<file path="config.mk">
export PLATFORM = sky130hd
export DESIGN_NAME = mult_div_unit
export DESIGN_NICKNAME = d
export VERILOG_FILES = /design/src/rtl/md_pkg.sv /design/src/rtl/md_div_step.sv /design/src/rtl/mult_div_unit.sv
export SDC_FILE = /design/constraint.sdc
export NUM_CORES = 1
export LEC_CHECK = 0
export BUFFER_PORTS_ARGS = -buffer_cell sky130_fd_sc_hd__buf_2
export CORE_MARGIN = 2
export CORE_UTILIZATION = 64
export DETAILED_ROUTE_END_ITERATION = 12
export MAX_ROUTING_LAYER = met4
export PLACE_DENSITY_LB_ADDON = 0.3
export SETUP_SLACK_MARGIN = 0.5
export SLEW_MARGIN = 30
export SYNTH_ARGS = -nofsm -noshare
export SYNTH_HDL_FRONTEND = slang
export SYNTH_SLANG_ARGS = --single-unit
</file>
<file path="constraint.sdc">
create_clock -name clk -period 11.5 [get_ports clk]
set_clock_uncertainty 0.2 [all_clocks]
set_input_delay 1.725 -clock clk [delete_from_list [all_inputs] [get_ports clk]]
set_output_delay 1.725 -clock clk [all_outputs]
set_load 0.01 [all_outputs]
</file>
<file path="src/rtl/md_pkg.sv">
// Shared encodings and constants for the iterative multiply/divide unit.
package md_pkg;

   localparam logic [1:0] MD_MULT  = 2'b00;
   localparam logic [1:0] MD_MULTU = 2'b01;
   localparam logic [1:0] MD_DIV   = 2'b10;
   localparam logic [1:0] MD_DIVU  = 2'b11;

   // The divide state is MD_DIV_ST because MD_DIV already names the op encoding.
   typedef enum logic [1:0] {
      MD_IDLE   = 2'd0,
      MD_MUL    = 2'd1,
      MD_DIV_ST = 2'd2,
      MD_FIX    = 2'd3
   } md_state_e;

   localparam int          MD_ITERS   = 32;
   localparam logic [31:0] MD_DZ_QUOT = 32'hFFFF_FFFF;

endpackage

</file>
<file path="src/rtl/md_div_step.sv">
// One combinational restoring-divide step: shift in the next dividend bit, trial-subtract the divisor.
module md_div_step #(
   parameter int W = 32
) (
   input  logic [W-1:0] rem_i,
   input  logic [W-1:0] div_i,
   input  logic         bit_i,
   output logic [W-1:0] rem_o,
   output logic         q_o
);

   logic [W:0] shifted;
   logic [W:0] diff;

   assign shifted = {rem_i, bit_i};
   assign diff    = shifted - {1'b0, div_i};
   // A clear top bit means the trial subtraction did not borrow.
   assign q_o     = ~diff[W];
   assign rem_o   = q_o ? diff[W-1:0] : shifted[W-1:0];

endmodule

</file>
<file path="src/rtl/mult_div_unit.sv">
// Iterative MULT/MULTU/DIV/DIVU unit with architectural HI/LO and MTHI/MTLO/MFHI/MFLO access.
// Optional MD_EARLY_TERM_EN: multiply stops once the remaining multiplier magnitude is zero.
module mult_div_unit
   import md_pkg::*;
#(
   parameter int MD_W = 32
) (
   input  logic            clk,
   input  logic            reset,
   input  logic            md_start,
   input  logic [1:0]      md_op,
   input  logic [MD_W-1:0] src_a,
   input  logic [MD_W-1:0] src_b,
   input  logic [1:0]      hilo_wr,
   input  logic            hilo_sel,
   output logic            md_run,
   output logic [MD_W-1:0] hilo_out
);

   localparam int AW = 2 * MD_W;

   function automatic logic [MD_W-1:0] cneg(input logic [MD_W-1:0] v, input logic n);
      return n ? -v : v;
   endfunction

   md_state_e       state_q, state_d;
   logic [5:0]      cnt_q, cnt_d;
   logic [MD_W-1:0] hi_q, hi_d, lo_q, lo_d;
   logic [AW-1:0]   acc_q, acc_d, mcand_q, mcand_d;
   logic [MD_W-1:0] opb_q, opb_d, srca_q, srca_d;
   logic            neg_q, neg_d, rneg_q, rneg_d, isdiv_q, isdiv_d, dz_q, dz_d;

   logic            is_div, signed_op, a_neg, b_neg;
   logic [MD_W-1:0] a_mag, b_mag, step_rem;
   logic            step_q;
   logic [AW-1:0]   prod;

   assign is_div    = (md_op == MD_DIV) || (md_op == MD_DIVU);
   assign signed_op = (md_op == MD_MULT) || (md_op == MD_DIV);
   assign a_neg     = signed_op & src_a[MD_W-1];
   assign b_neg     = signed_op & src_b[MD_W-1];
   assign a_mag     = cneg(src_a, a_neg);
   assign b_mag     = cneg(src_b, b_neg);
   assign prod      = neg_q ? -acc_q : acc_q;

   // During divide acc holds {partial remainder, dividend/quotient shift register}.
   md_div_step #(.W(MD_W)) u_step (
      .rem_i (acc_q[AW-1:MD_W]),
      .div_i (opb_q),
      .bit_i (acc_q[MD_W-1]),
      .rem_o (step_rem),
      .q_o   (step_q)
   );

   always_ff @(posedge clk or negedge reset) begin
      if (!reset) begin
         state_q <= MD_IDLE;
         cnt_q   <= '0;
         hi_q    <= '0;
         lo_q    <= '0;
      end else begin
         state_q <= state_d;
         cnt_q   <= cnt_d;
         hi_q    <= hi_d;
         lo_q    <= lo_d;
      end
   end

   always_ff @(posedge clk) begin
      acc_q   <= acc_d;
      mcand_q <= mcand_d;
      opb_q   <= opb_d;
      srca_q  <= srca_d;
      neg_q   <= neg_d;
      rneg_q  <= rneg_d;
      isdiv_q <= isdiv_d;
      dz_q    <= dz_d;
   end

   always_comb begin
      state_d = state_q;
      cnt_d   = cnt_q;
      case (state_q)
         MD_IDLE: begin
            if (md_start) begin
               cnt_d   = 6'(MD_ITERS);
               state_d = is_div ? MD_DIV_ST : MD_MUL;
`ifdef MD_EARLY_TERM_EN
               if (!is_div && (b_mag == '0)) state_d = MD_FIX;
`endif
            end
         end
         MD_MUL: begin
            cnt_d = cnt_q - 6'd1;
            if (cnt_q == 6'd1) state_d = MD_FIX;
`ifdef MD_EARLY_TERM_EN
            if (opb_q[MD_W-1:1] == '0) state_d = MD_FIX;
`endif
         end
         MD_DIV_ST: begin
            cnt_d = cnt_q - 6'd1;
            if (cnt_q == 6'd1) state_d = MD_FIX;
         end
         MD_FIX: begin
            cnt_d   = '0;
            state_d = MD_IDLE;
         end
         default: state_d = MD_IDLE;
      endcase
   end

   always_comb begin
      md_run   = (state_q != MD_IDLE);
      hilo_out = hilo_sel ? hi_q : lo_q;
   end

   always_comb begin
      acc_d   = acc_q;
      mcand_d = mcand_q;
      opb_d   = opb_q;
      srca_d  = srca_q;
      neg_d   = neg_q;
      rneg_d  = rneg_q;
      isdiv_d = isdiv_q;
      dz_d    = dz_q;
      hi_d    = hi_q;
      lo_d    = lo_q;
      case (state_q)
         MD_IDLE: begin
            if (md_start) begin
               acc_d   = is_div ? {{MD_W{1'b0}}, a_mag} : '0;
               mcand_d = {{MD_W{1'b0}}, a_mag};
               opb_d   = b_mag;
               srca_d  = src_a;
               neg_d   = a_neg ^ b_neg;
               rneg_d  = a_neg;
               isdiv_d = is_div;
               dz_d    = (src_b == '0);
            end else begin
               if (hilo_wr[1]) hi_d = src_a;
               if (hilo_wr[0]) lo_d = src_a;
            end
         end
         MD_MUL: begin
            if (opb_q[0]) acc_d = acc_q + mcand_q;
            mcand_d = mcand_q << 1;
            opb_d   = opb_q >> 1;
         end
         MD_DIV_ST: acc_d = {step_rem, acc_q[MD_W-2:0], step_q};
         MD_FIX: begin
            if (!isdiv_q) begin
               hi_d = prod[AW-1:MD_W];
               lo_d = prod[MD_W-1:0];
            end else if (dz_q) begin
               hi_d = srca_q;
               lo_d = MD_W'(MD_DZ_QUOT);
            end else begin
               hi_d = cneg(acc_q[AW-1:MD_W], rneg_q);
               lo_d = cneg(acc_q[MD_W-1:0], neg_q);
            end
         end
         default: ;
      endcase
   end

endmodule

</file>
==> flow_metrics.tcl <==
set metrics [dict create \
    antenna_found_initial 3 \
    synth_nets 2575 \
    async_flop_share_pct 26.87 \
    post-cts-setup-buffers 0 \
    finalSetupViolCount 0 \
    worstMarginPinSlew_ns 0.8896 \
    boundaryPins 105 \
    cp.arrival_ns 2.88 \
    area_growth_pct 8.720 \
    power_leakage_nw 8.872 \
    cpMaxStageDelayCell "buf_2" \
    cts_num_sinks 268 \
    cts_tree "built" \
    crit_path_frequent_cell "buf_2" \
    cts_buffers 31 \
    cts_resized 0 \
    utilization_pct 71.03 \
    synth_cells 2395 \
    drc 0 \
    period_minus_slack_ns 4.802 \
    worstHoldPathType "flop to flop" \
    hold_viol_final 0 \
    coreArea_sq_mm 0.03180 \
    dieWidth_um 184.2 \
    rsz0062_at_grt "no" \
    grt_max_degree 85 \
    drt-initial-drc-count 2365 \
    seq_area_frac_synth_pct 37.00 \
    grt_pass1_wl_um 101800 \
    crit_fanout 32 \
    drt_first_pass_iters 5 \
    die_h_um 184.2 \
    grtUsageTotal_pct 39.94 \
    dieArea_sq_mm 0.03392 \
    peakVddDrop_uv 258.5 \
    place_hpwl_um 49370 \
    slowest_delay_ns 0.57 \
    gp_congestion 1.010 \
    cts_root_buf "clkbuf_16" \
    num_vias 19550 \
    worstSetupEndpointType "output pin" \
    routed_wl_um 66630 \
    final.setup.tns_ns 0 \
    layout_common_cells "238 x nand2_1, 227 x o21ai_0, 224 x a21oi_1" \
    p_per_area_mw_per_mm2 372.2 \
    drv_cap 0 \
    htree_levels 1 \
    post_drt_wl_per_cell_um 23.11 \
    slew_headroom_pct 40.69 \
    crit_type "primary input to output pin" \
    cp_data_required_time_ns 9.58 \
    maxSlewViolCount 0 \
    cts_buffer_depth 3 \
    final_common_cell "nand2_1" \
    synth_ff_type "edfxtp_1" \
    synth.distinct_cells 88 \
    synth_warnings 0 \
    grt-ovfl-total 0 \
    clkLatencyLatePin_ns 0.61 \
    syn-cell-area_sq_mm 0.02078 \
    nets 2600 \
    hold-worst-slack_ns 0.2789 \
    ctsHoldBuffers 0 \
    ys_ff_latch 268 \
    fin_crit_sh_pct 41.75 \
    postRouteAntennaNets 0 \
    synth_edf_count 196 \
    viasPerCell 6.780 \
    filler_cell_count 2513 \
    clk_pin_slew_ns 0.06 \
    drive_gt1_share_pct 10.35 \
    status "complete, no violations" \
    start_util_pct 65.34 \
    syn-mean-instance-area_sq_um 8.675 \
    path_cells "buf_2 -> mux2_2 -> buf_2" \
    start_kind "primary input" \
    grt_pass1_vias 18060 \
    port_buffers 104 \
    row_count 65 \
    fmax_ghz 0.2083 \
]
==> synth_stat cells (26+ instances only) <==
cell type,instances,share of area (%)
xnor2_1,132,5.6
o22ai_1,83,2.5
a21o_1,52,1.9
nor3_1,36,0.87
nand2b_1,34,1.0
a21oi_1,226,5.4
dfrtp_1,72,8.7
nand3_1,32,0.77
inv_1,77,1.4
mux2_2,35,1.9
o21ai_0,228,5.5
xor2_1,55,2.3
ha_1,106,6.4
a31oi_1,26,0.78
clkbuf_1,115,2.1
edfxtp_1,196,28
o31ai_1,26,0.94
nand2_1,238,4.3
nor2_1,205,3.7
and2_1,44,1.3
==> sequential cells by signal, summed over array words and instances, names as in the netlist <==
name,cells
acc_q,64
mcand_q,64
hi_q,32
lo_q,32
opb_q,32
srca_q,32
cnt_q,6
state_q,2
dz_q,1
isdiv_q,1
neg_q,1
rneg_q,1
==> logic make-up (layout without fill, tap and decap cells) <==
group                      Yosys count  after routing  synth area share [%]
AOI/OAI and AO/OA                  824            824                 24.44
other                                0              3                     0
buffers and inverters              216            266                 3.975
xor gates and xnor gates           187            187                 7.883
adders and majority gates          108            108                 6.576
muxes                               60             60                 3.101
and+or+nand+nor                    732            732                 17.02
DFF                                268            268                 37.00
==> worst paths after layout <==
path,startpoint,end,slack (ns),cells after the start
max,hilo_sel,hilo_out[29],6.70,3
min,lo_q[21],lo_q[21],0.28,2
max reg2reg,acc_q[32],acc_q[47],6.76,13
min reg2reg,lo_q[21],lo_q[21],0.28,2
max in group asynchronous,reset,hi_q[22],9.61,2
min in group asynchronous,reset,cnt_q[5],1.02,2
==> critical path, delay by kind of cell <==
kind                   cells  cell delay (ns)
multiplexers               1             0.43
buffers and inverters      2             0.71
==> stage by stage <==
step | worst slack, ns | power (mW) | instance area, sq um | cells
6_report | 6.698 | 8.407 | 22590 | 2883
3_5_place_dp | 6.431 | 7.213 | 21540 | 2822
3_3_place_gp | 6.488 | 7.094 | 21540 | 2822
5_1_grt | 6.541 | 8.965 | 22590 | 2883
2_1_floorplan | 4.366 | 5.816 | 20780 | 2395
4_1_cts | 6.715 | 8.254 | 22570 | 2880
==> final cells by class <==
type | count | area [sq um] | share of cell area, %
repair buffers | 127 | 696.9 | 3.085
well taps | 435 | 544.3 | 2.410
diodes | 3 | 7.507 | 0.03324
clock buffers | 44 | 885.9 | 3.922
clock inverters | 14 | 142.6 | 0.6315
multi-input cells | 1911 | 12320 | 54.54
flip-flops and latches | 268 | 7687 | 34.03
inverters | 81 | 304.0 | 1.346
==> routing by layer <==
metal	share of wire [%]	vias up	track usage, %
li1	-	8924	-
met1	42	9245	56.04
met2	42	1185	56.97
met3	12	192	8.536
met4	4.1	0	14.56
met5	0	-	-
==> report_power, final <==
part	leakage [nW]	internal, mW	total, mW	switching (mW)
clock	0.506	0.583	1.01	0.428
sequential	2.77	1.70	2.22	0.517
combinational	5.60	1.93	5.18	3.25
total	8.87	4.21	8.41	4.20
Note: power is estimated with default switching activity, not from simulation.
